--- config.mk ---
export PLATFORM = sky130hd
export DESIGN_NAME = alu_unit_flat
export DESIGN_NICKNAME = d
export VERILOG_FILES = /design/src/rtl/alu_unit_if.sv /design/src/rtl/alu_unit.sv /design/src/flat_wrapper.sv
export SDC_FILE = /design/constraint.sdc
export NUM_CORES = 1
export LEC_CHECK = 0
export BUFFER_PORTS_ARGS = -buffer_cell sky130_fd_sc_hd__buf_2
export CAP_MARGIN = 30
export CORE_MARGIN = 2
export CORE_UTILIZATION = 35
export CTS_CLUSTER_SIZE = 24
export DETAILED_ROUTE_END_ITERATION = 16
export PLACE_DENSITY_LB_ADDON = 0.1
export SLEW_MARGIN = 15
export SYNTH_ARGS = -nofsm -noshare
export SYNTH_HDL_FRONTEND = slang
export SYNTH_SLANG_ARGS = --single-unit
--- constraint.sdc ---
create_clock -name clk -period 5.8 [get_ports clk]
set_clock_uncertainty 0.2 [all_clocks]
set_input_delay 0.29 -clock clk [delete_from_list [all_inputs] [get_ports clk]]
set_output_delay 0.29 -clock clk [all_outputs]
set_load 0.01 [all_outputs]
--- src/rtl/alu_unit_if.sv ---
// Operand/result bundle between the core datapath and the ALU.
// The master drives operands and fn; the slave returns results.
interface alu_unit_if #(
    parameter int WIDTH = 32
);
    logic [WIDTH-1:0] x;
    logic [WIDTH-1:0] y;
    logic [3:0]       fn;
    logic [WIDTH-1:0] out;
    logic             zero;
    logic [WIDTH-1:0] out_q;
    logic             zero_q;

    modport master (
        output x, y, fn,
        input  out, zero, out_q, zero_q
    );

    modport slave (
        input  x, y, fn,
        output out, zero, out_q, zero_q
    );
endinterface

--- src/rtl/alu_unit.sv ---
// RV32I integer ALU: combinational result/zero plus a registered copy.
// Reserved fn codes yield zero so branch logic never sees X.
module alu_unit #(
    parameter int WIDTH   = 32,
    parameter int SHAMT_W = 5
) (
    input  logic       clk,
    input  logic       rst_n,
    alu_unit_if.slave  bus
);
    logic [SHAMT_W-1:0] shamt;
    logic [WIDTH-1:0]   res_d;
    logic [WIDTH-1:0]   res_q;
    logic               zero_d;
    logic               zero_q;

    always_comb begin
        shamt = bus.y[SHAMT_W-1:0];
        res_d = '0;
        case (bus.fn)
            4'h0: res_d = bus.x + bus.y;
            4'h8: res_d = bus.x - bus.y;
            4'h1: res_d = bus.x << shamt;
            4'h2: res_d = {{(WIDTH-1){1'b0}},
                           $signed(bus.x) < $signed(bus.y)};
            4'h3: res_d = {{(WIDTH-1){1'b0}}, bus.x < bus.y};
            4'h4: res_d = bus.x ^ bus.y;
            4'h5: res_d = bus.x >> shamt;
            4'hD: res_d = $unsigned($signed(bus.x) >>> shamt);
            4'h6: res_d = bus.x | bus.y;
            4'h7: res_d = bus.x & bus.y;
            default: res_d = '0;
        endcase
        zero_d = (res_d == '0);
    end

    always_ff @(posedge clk or negedge rst_n) begin
        if (!rst_n) begin
            res_q  <= '0;
            zero_q <= 1'b0;
        end else begin
            res_q  <= res_d;
            zero_q <= zero_d;
        end
    end

    assign bus.out    = res_d;
    assign bus.zero   = zero_d;
    assign bus.out_q  = res_q;
    assign bus.zero_q = zero_q;
endmodule

--- src/flat_wrapper.sv ---
// flat-port wrapper written by rule: the top's interface ports become plain ports
module alu_unit_flat 
#(
    parameter int WIDTH   = 32,
    parameter int SHAMT_W = 5
)
  (clk, rst_n, bus_x, bus_y, bus_fn, bus_out, bus_zero, bus_out_q, bus_zero_q);
  alu_unit_if #(.WIDTH(WIDTH)) bus_i ();
  input  logic clk;
  input  logic rst_n;
  input wire logic [$bits(bus_i.x)-1:0] bus_x;
  input wire logic [$bits(bus_i.y)-1:0] bus_y;
  input wire logic [$bits(bus_i.fn)-1:0] bus_fn;
  output wire logic [$bits(bus_i.out)-1:0] bus_out;
  output wire logic [$bits(bus_i.zero)-1:0] bus_zero;
  output wire logic [$bits(bus_i.out_q)-1:0] bus_out_q;
  output wire logic [$bits(bus_i.zero_q)-1:0] bus_zero_q;
  assign bus_i.x = bus_x;
  assign bus_i.y = bus_y;
  assign bus_i.fn = bus_fn;
  assign bus_out = bus_i.out;
  assign bus_zero = bus_i.zero;
  assign bus_out_q = bus_i.out_q;
  assign bus_zero_q = bus_i.zero_q;
  alu_unit #(.WIDTH(WIDTH), .SHAMT_W(SHAMT_W)) u_core (.clk(clk), .rst_n(rst_n), .bus(bus_i));
endmodule
==> flow_summary_export.csv, run 1 <==
group,metric,value,unit
power,p_comb_share,66.9,%
power,powerDensity,145,nW/um2
critical_path,crit_buf_inv,3,
critical_path,arrival,4.96,ns
floorplanning,initial_core_util,35.3,%
yosys,yosys.area.top_type,"ha_1",
route,wl_per_cell,26.8,um
global_routing,track_usage,32.3,%
cells_and_area,drive_gt1_share,20.1,%
clocking,postCtsSetupRepairBufs,0,
yosys,synth_edf_count,0,
cells_and_area,area_growth,13.8,%
power,p_leak,0.00488,uW
yosys,synth-seq-area-share,8.48,%
yosys,syn_area_per_cell,7.41,um2
sta,fin_crit_sh,94.0,%
power,p_seq_share,16.7,%
route,num_vias,11600,
clocking,clk_pin_slew,0.06,ns
floorplanning,die_h,171,um
min_path,holdCritStartpoint,"bus_fn[1]",
route,drt-vias-per-instance,6.50,
clocking,cts_resized,0,
sta,hold_violations,0,
clocking,cts-root-buf,"clkbuf_16",
cells_and_area,nNetsFinal,1580,
critical_path,cp_top_family,"simple AND/OR/NAND/NOR gates",
yosys,async_flop_share,100,%
yosys,synthDistinctLibCells,81,
power,intPower,805,uW
power,power.share.clock,16.5,%
cells_and_area,stdcell_area,11100,um2
place,placed_area,10900,um2
critical_path,critical_path.max_stage_delay,0.56,ns
clocking,htreeDepth,2,
place,gp_congestion,1.04,
outcome,outcome,"complete, no violations",
power,power.share.switching,49.9,%
clocking,cts_buffers,5,
yosys,yosys-top-cells-area,"ha_1, mux4_2, dfrtp_1",
sta,hold_ws,0.393,ns
critical_path,crit_chain,"buf_4 -> buf_12 -> mux4_2 -> a22oi_1 -> o22ai_1 -> o32ai_1 -> o2111ai_1 -> or4_1 -> or4_1 -> nor4_1 -> nand4_1 -> or4_1 -> nor4_2 -> buf_2",
sta,period_needed,5.45,ns
place,io_buffers,135,
clocking,cts_tree,"built",
floorplanning,core_area,27600,um2
sta,rsz0062_at_grt,"no",
route,drt_wl_total,48000,um
floorplanning,die_w,171,um
yosys,syn_area,9740,um2
power,peakVddDrop,0.0814,mV
yosys,syn_inst,1314,
place,dp_cells,1780,
yosys,ys_dominant_reg_cell,"dfrtp_1",
route,drtIter0Drc,1322,
sta,final-setup-viol-count,0,
critical_path,worstSetupStartpoint,"bus_y[0]",
route,antenna_left,0,
global_routing,antenna_found_initial,2,
critical_path,crit_path_frequent_cell,"or4_1",
yosys,synth_top_area_share,12.6,%
route,drtPass1Iterations,6,
floorplanning,io_pins,136,
cells_and_area,layout_common_cells,"buf_2, nor2_1, inv_1, ha_1, a21oi_1",
critical_path,startpoint_type,"input pin",
cells_and_area,layoutNonFillerInstCount,1790,
sta,maxSlewViolCount,0,
cells_and_area,final_common_cell,"buf_2",
min_path,hold_path.class,"in -> reg",
place,dp.final_hpwl,37900,um
clocking,clockBufferDepth,2,
sta,tns,0,ns
sta,worst_slew_pin_slew,0.964,ns
route,drc,0,
floorplanning,die-area,29200,um2
critical_path,crit_path_top_delay_cell,"mux4_2",
power,switchingPower,802,uW
global_routing,grt_max_degree,49,
floorplanning,row_count,61,
global_routing,grt_pass1_vias,10900,
yosys,yosysWarnings,0,
sta,slew-limit-headroom,35.5,%
critical_path,cp.required,5.31,ns
global_routing,grt_overflow,0,
sta,clock.fmax,183,MHz
critical_path,end_kind,"output port",
yosys,syn_nets,1484,
critical_path,critPathKind,"in -> out",
global_routing,grt_first_pass_wirelength,70600,um
yosys,synth-seq-cells,33,
flow_run,maxCapViolations,0,
clocking,cts.sinks,33,
critical_path,path_max_fanout,37,
-- what timing repair did --
action,CTS,global route
setup endpoints to repair,0,0
hold endpoints to repair,33,0
hold buffers,1,0
-- path summary, 6_finish.rpt --
path | endpoint | slack, ns | cells past startpoint
max in group asynchronous | u_core.bus.out_q[21] | 4.50 | 2
hold / removal | u_core.bus.out_q[2] | 0.39 | 4
setup / recovery | bus_zero | 0.35 | 14
min in group asynchronous | u_core.bus.out_q[10] | 0.40 | 2
-- sequential cells by signal, summed over array words and instances, names as in the netlist --
| signal | flops |
|---|---|
| u_core.bus.out_q | 32 |
| u_core.bus.zero_q | 1 |
-- synth_stat cells (26+ instances only) --
cell	instances
dfrtp_1	33
inv_1	99
ha_1	98
nand3_1	38
mux4_2	44
o21ai_0	78
clkbuf_1	74
a31oi_1	26
a21oi_1	97
a211oi_1	26
nand2_1	90
nor2_1	124
mux2i_1	43
nor3_1	43
-- area by class of cell --
| class | instances | area [um2] |
|---|---|---|
| sequential | 33 | 826 |
| inverter | 100 | 375 |
| tap | 378 | 473 |
| fill | 2970 | 16500 |
| timing repair buffer | 191 | 1140 |
| antenna | 1 | 2.50 |
| multi-input combinational | 1079 | 8120 |
| clock inverter | 3 | 17.5 |
| clock buffer | 5 | 125 |
-- power by group through the flow --
stage | clock [uW] | sequential [uW] | combinational, uW
final | 264 | 268 | 1070
after global placement | 0 | 273 | 1050
after floorplan | 0 | 292 | 624
after CTS | 274 | 268 | 1050
after detailed placement | 0 | 272 | 1050
after global routing | 277 | 271 | 1150
-- stage by stage --
stage | worst slack (ns) | util [%] | total power [uW]
2_1_floorplan | 0.583 | - | 916
6_report | 0.347 | 40.1 | 1610
4_1_cts | 0.436 | 40.1 | 1590
3_3_place_gp | 0.476 | 39.6 | 1330
5_1_grt | 0.272 | 40.1 | 1700
3_5_place_dp | 0.443 | 39.6 | 1320
-- per-layer routing --
metal	up-vias	part of all wire (%)	global-route usage (%)
li1	5180	-	-
met1	5665	42	44.0
met2	639	45	51.6
met3	142	9.1	5.55
met4	2	3.8	11.0
met5	-	0.025	0
-- tightest hold or removal path, stage by stage --
cell	delay [ns]
buf_2	0.15
o31a_1	0.15
o21ai_0	0.08
buf_4	0.17
-- kinds of logic (layout without fill, tap and decap cells) --
group / after synthesis / in the layout / share of synthesized area [%]
AOI/OAI and AO/OA: 446 / 446 / 31.3
and+or+nand+nor: 411 / 411 / 20.7
buffers and inverters: 202 / 299 / 8.27
muxes: 109 / 109 / 17.1
adders and majority gates: 100 / 100 / 13.0
DFF: 33 / 33 / 8.48
xor gates and xnor gates: 13 / 13 / 1.17
other: 0 / 1 / 0
Power figures use the tool's default switching activity.
==> inputs of run 2 (changes only) <==
--- a/config.mk
+++ b/config.mk
@@ -7,11 +7,10 @@
 export LEC_CHECK = 0
 export BUFFER_PORTS_ARGS = -buffer_cell sky130_fd_sc_hd__buf_2
 export CAP_MARGIN = 30
-export CORE_MARGIN = 2
+export CORE_MARGIN = 3
 export CORE_UTILIZATION = 35
 export CTS_CLUSTER_SIZE = 24
 export DETAILED_ROUTE_END_ITERATION = 16
-export PLACE_DENSITY_LB_ADDON = 0.1
 export SLEW_MARGIN = 15
 export SYNTH_ARGS = -nofsm -noshare
 export SYNTH_HDL_FRONTEND = slang
==> constraint.sdc (replaced) <==
create_clock -name clk -period 5.8 [get_ports clk]
set_clock_uncertainty 0.2 [all_clocks]
set_input_delay 1.16 -clock clk [delete_from_list [all_inputs] [get_ports clk]]
set_output_delay 1.16 -clock clk [all_outputs]
set_load 0.01 [all_outputs]
==> flow_summary_export.csv, run 2 (synthesis results as in run 1) <==
group,metric,value,unit
cells_and_area,multi_input_area,8680,um2
outcome,violations,"negative setup slack",
global_routing,antenna_found_initial,0,
route,drt-vias-per-instance,5.92,
floorplanning,die_w,173,um
clocking,clk_pin_slew,0.06,ns
sta,hold_violations,0,
critical_path,endpoint,"bus_zero",
min_path,hold_path.class,"in -> async",
cells_and_area,area_growth,60.1,%
sta,fin_crit_sh,112,%
floorplanning,die_h,173,um
floorplanning,row_count,60,
cells_and_area,drive_gt1_share,45.5,%
cells_and_area,nNetsFinal,2081,
route,antenna_left,0,
cells_and_area,layout_common_cells,"buf_4, buf_2, nor2_1, a21oi_1, nand2_1",
route,drc,0,
floorplanning,core_area,27200,um2
global_routing,grt_overflow,0,
critical_path,critPathKind,"in -> out",
cells_and_area,seq_area,826,um2
global_routing,grt_pass1_vias,13000,
place,io_buffers,135,
clocking,clockBufferDepth,2,
critical_path,cp.required,4.44,ns
global_routing,track_usage,36.0,%
sta,rsz0062_at_grt,"yes",
critical_path,startpoint_type,"input pin",
cells_and_area,largest_register_ffs,32,
sta,final-setup-viol-count,1,
floorplanning,die-area,29900,um2
floorplanning,initial_core_util,35.8,%
route,wl_per_cell,24.8,um
power,p_leak,0.00742,uW
route,num_vias,13500,
cells_and_area,final.fill_count,2616,
place,dp.final_hpwl,47500,um
route,drtIter0Drc,1544,
critical_path,worstSetupStartpoint,"bus_y[1]",
power,peakVddDrop,0.0847,mV
place,gp_congestion,1.03,
sta,clock.fmax,155,MHz
critical_path,path_max_fanout,4,
outcome,outcome,"finished, violations left",
sta,tns,-0.670,ns
cells_and_area,fin_util,57.4,%
sta,setup_slack,-0.670,ns
route,drt_wl_total,56700,um
route,drtPass1Iterations,6,
global_routing,grt_max_degree,44,
flow_run,maxCapViolations,0,
sta,slew-limit-headroom,44.4,%
clocking,postCtsHoldBufs,0,
floorplanning,io_pins,136,
critical_path,end_kind,"output port",
sta,worst_slew_pin_slew,0.834,ns
critical_path,arrival,5.11,ns
global_routing,grt_first_pass_wirelength,82600,um
power,powerDensity,135,nW/um2
clocking,cts.sinks,33,
cells_and_area,final_common_cell,"buf_4",
clocking,cts_buffers,5,
clocking,cts-root-buf,"clkbuf_16",
clocking,cts_tree,"built",
sta,maxSlewViolCount,0,
sta,period_needed,6.47,ns
clocking,htreeDepth,2,
place,dp_slack,-0.891,ns
-- run 2: worst min path at each step --
stage | from | end | slack, ns | cells past startpoint
3_3_place_gp | rst_n | u_core.bus.out_q[24] | 1.08 | 1
3_5_place_dp | rst_n | u_core.bus.out_q[24] | 1.10 | 1
6_report | rst_n | u_core.bus.out_q[24] | 0.76 | 1
5_1_grt | rst_n | u_core.bus.out_q[24] | 0.83 | 1
4_1_cts | rst_n | u_core.bus.out_q[24] | 0.80 | 1
2_1_floorplan | rst_n | u_core.bus.out_q[0] | 0.66 | 0
-- run 2: repair_timing --
action	4_1_cts	5_1_grt
pin swaps	8	26
hold endpoints to repair	0	0
endpoints found under the setup margin	8	8
setup buffers	2	10
gates resized for setup	33	88
-- run 2: area by class of cell --
type | count | share of cell area (%)
inverter | 100 | 2.56
sequential | 33 | 5.30
timing repair buffer | 692 | 32.6
multi-input combinational | 1079 | 55.6
clock buffer | 7 | 0.915
antenna | 1 | 0.0160
tap | 372 | 2.99
-- run 2: routing by layer --
metal | vias up | routed length [um] | track usage, %
met5 | - | 0 | 0
met4 | 0 | 2970 | 14.0
met3 | 124 | 5210 | 5.09
met2 | 755 | 25200 | 57.5
met1 | 6453 | 23300 | 49.2
li1 | 6180 | - | -
-- run 2: power breakdown --
part | internal [uW] | switching, uW
logic | 725 | 830
registers | 261 | 6.70
clock network | 169 | 110
total | 1160 | 947
-- run 2: stage by stage --
step           cells  area, um2  power (uW)  hold WS [ns]
2_1_floorplan   1314       9990         940         0.664
3_3_place_gp    2265      14800        1700          1.08
3_5_place_dp    2265      14800        1710          1.10
4_1_cts         2274      15100        2010         0.796
5_1_grt         2283      15600        2210         0.827
6_report        2284      15600        2100         0.764
-- run 2: critical path, stage by stage --
cell and delay, ns:
buf_6 0.09, clkinvlp_4 0.14, buf_6 0.15, fa_2 0.36, nor2b_2 0.16, nor3_1 0.06, o311ai_1 0.28, a311oi_2 0.16
a211o_1 0.32, or4_4 0.55, or4_1 0.42, nor4_2 0.16, nand4_1 0.20, or4_4 0.49, nor4_4 0.23, buf_2 0.17
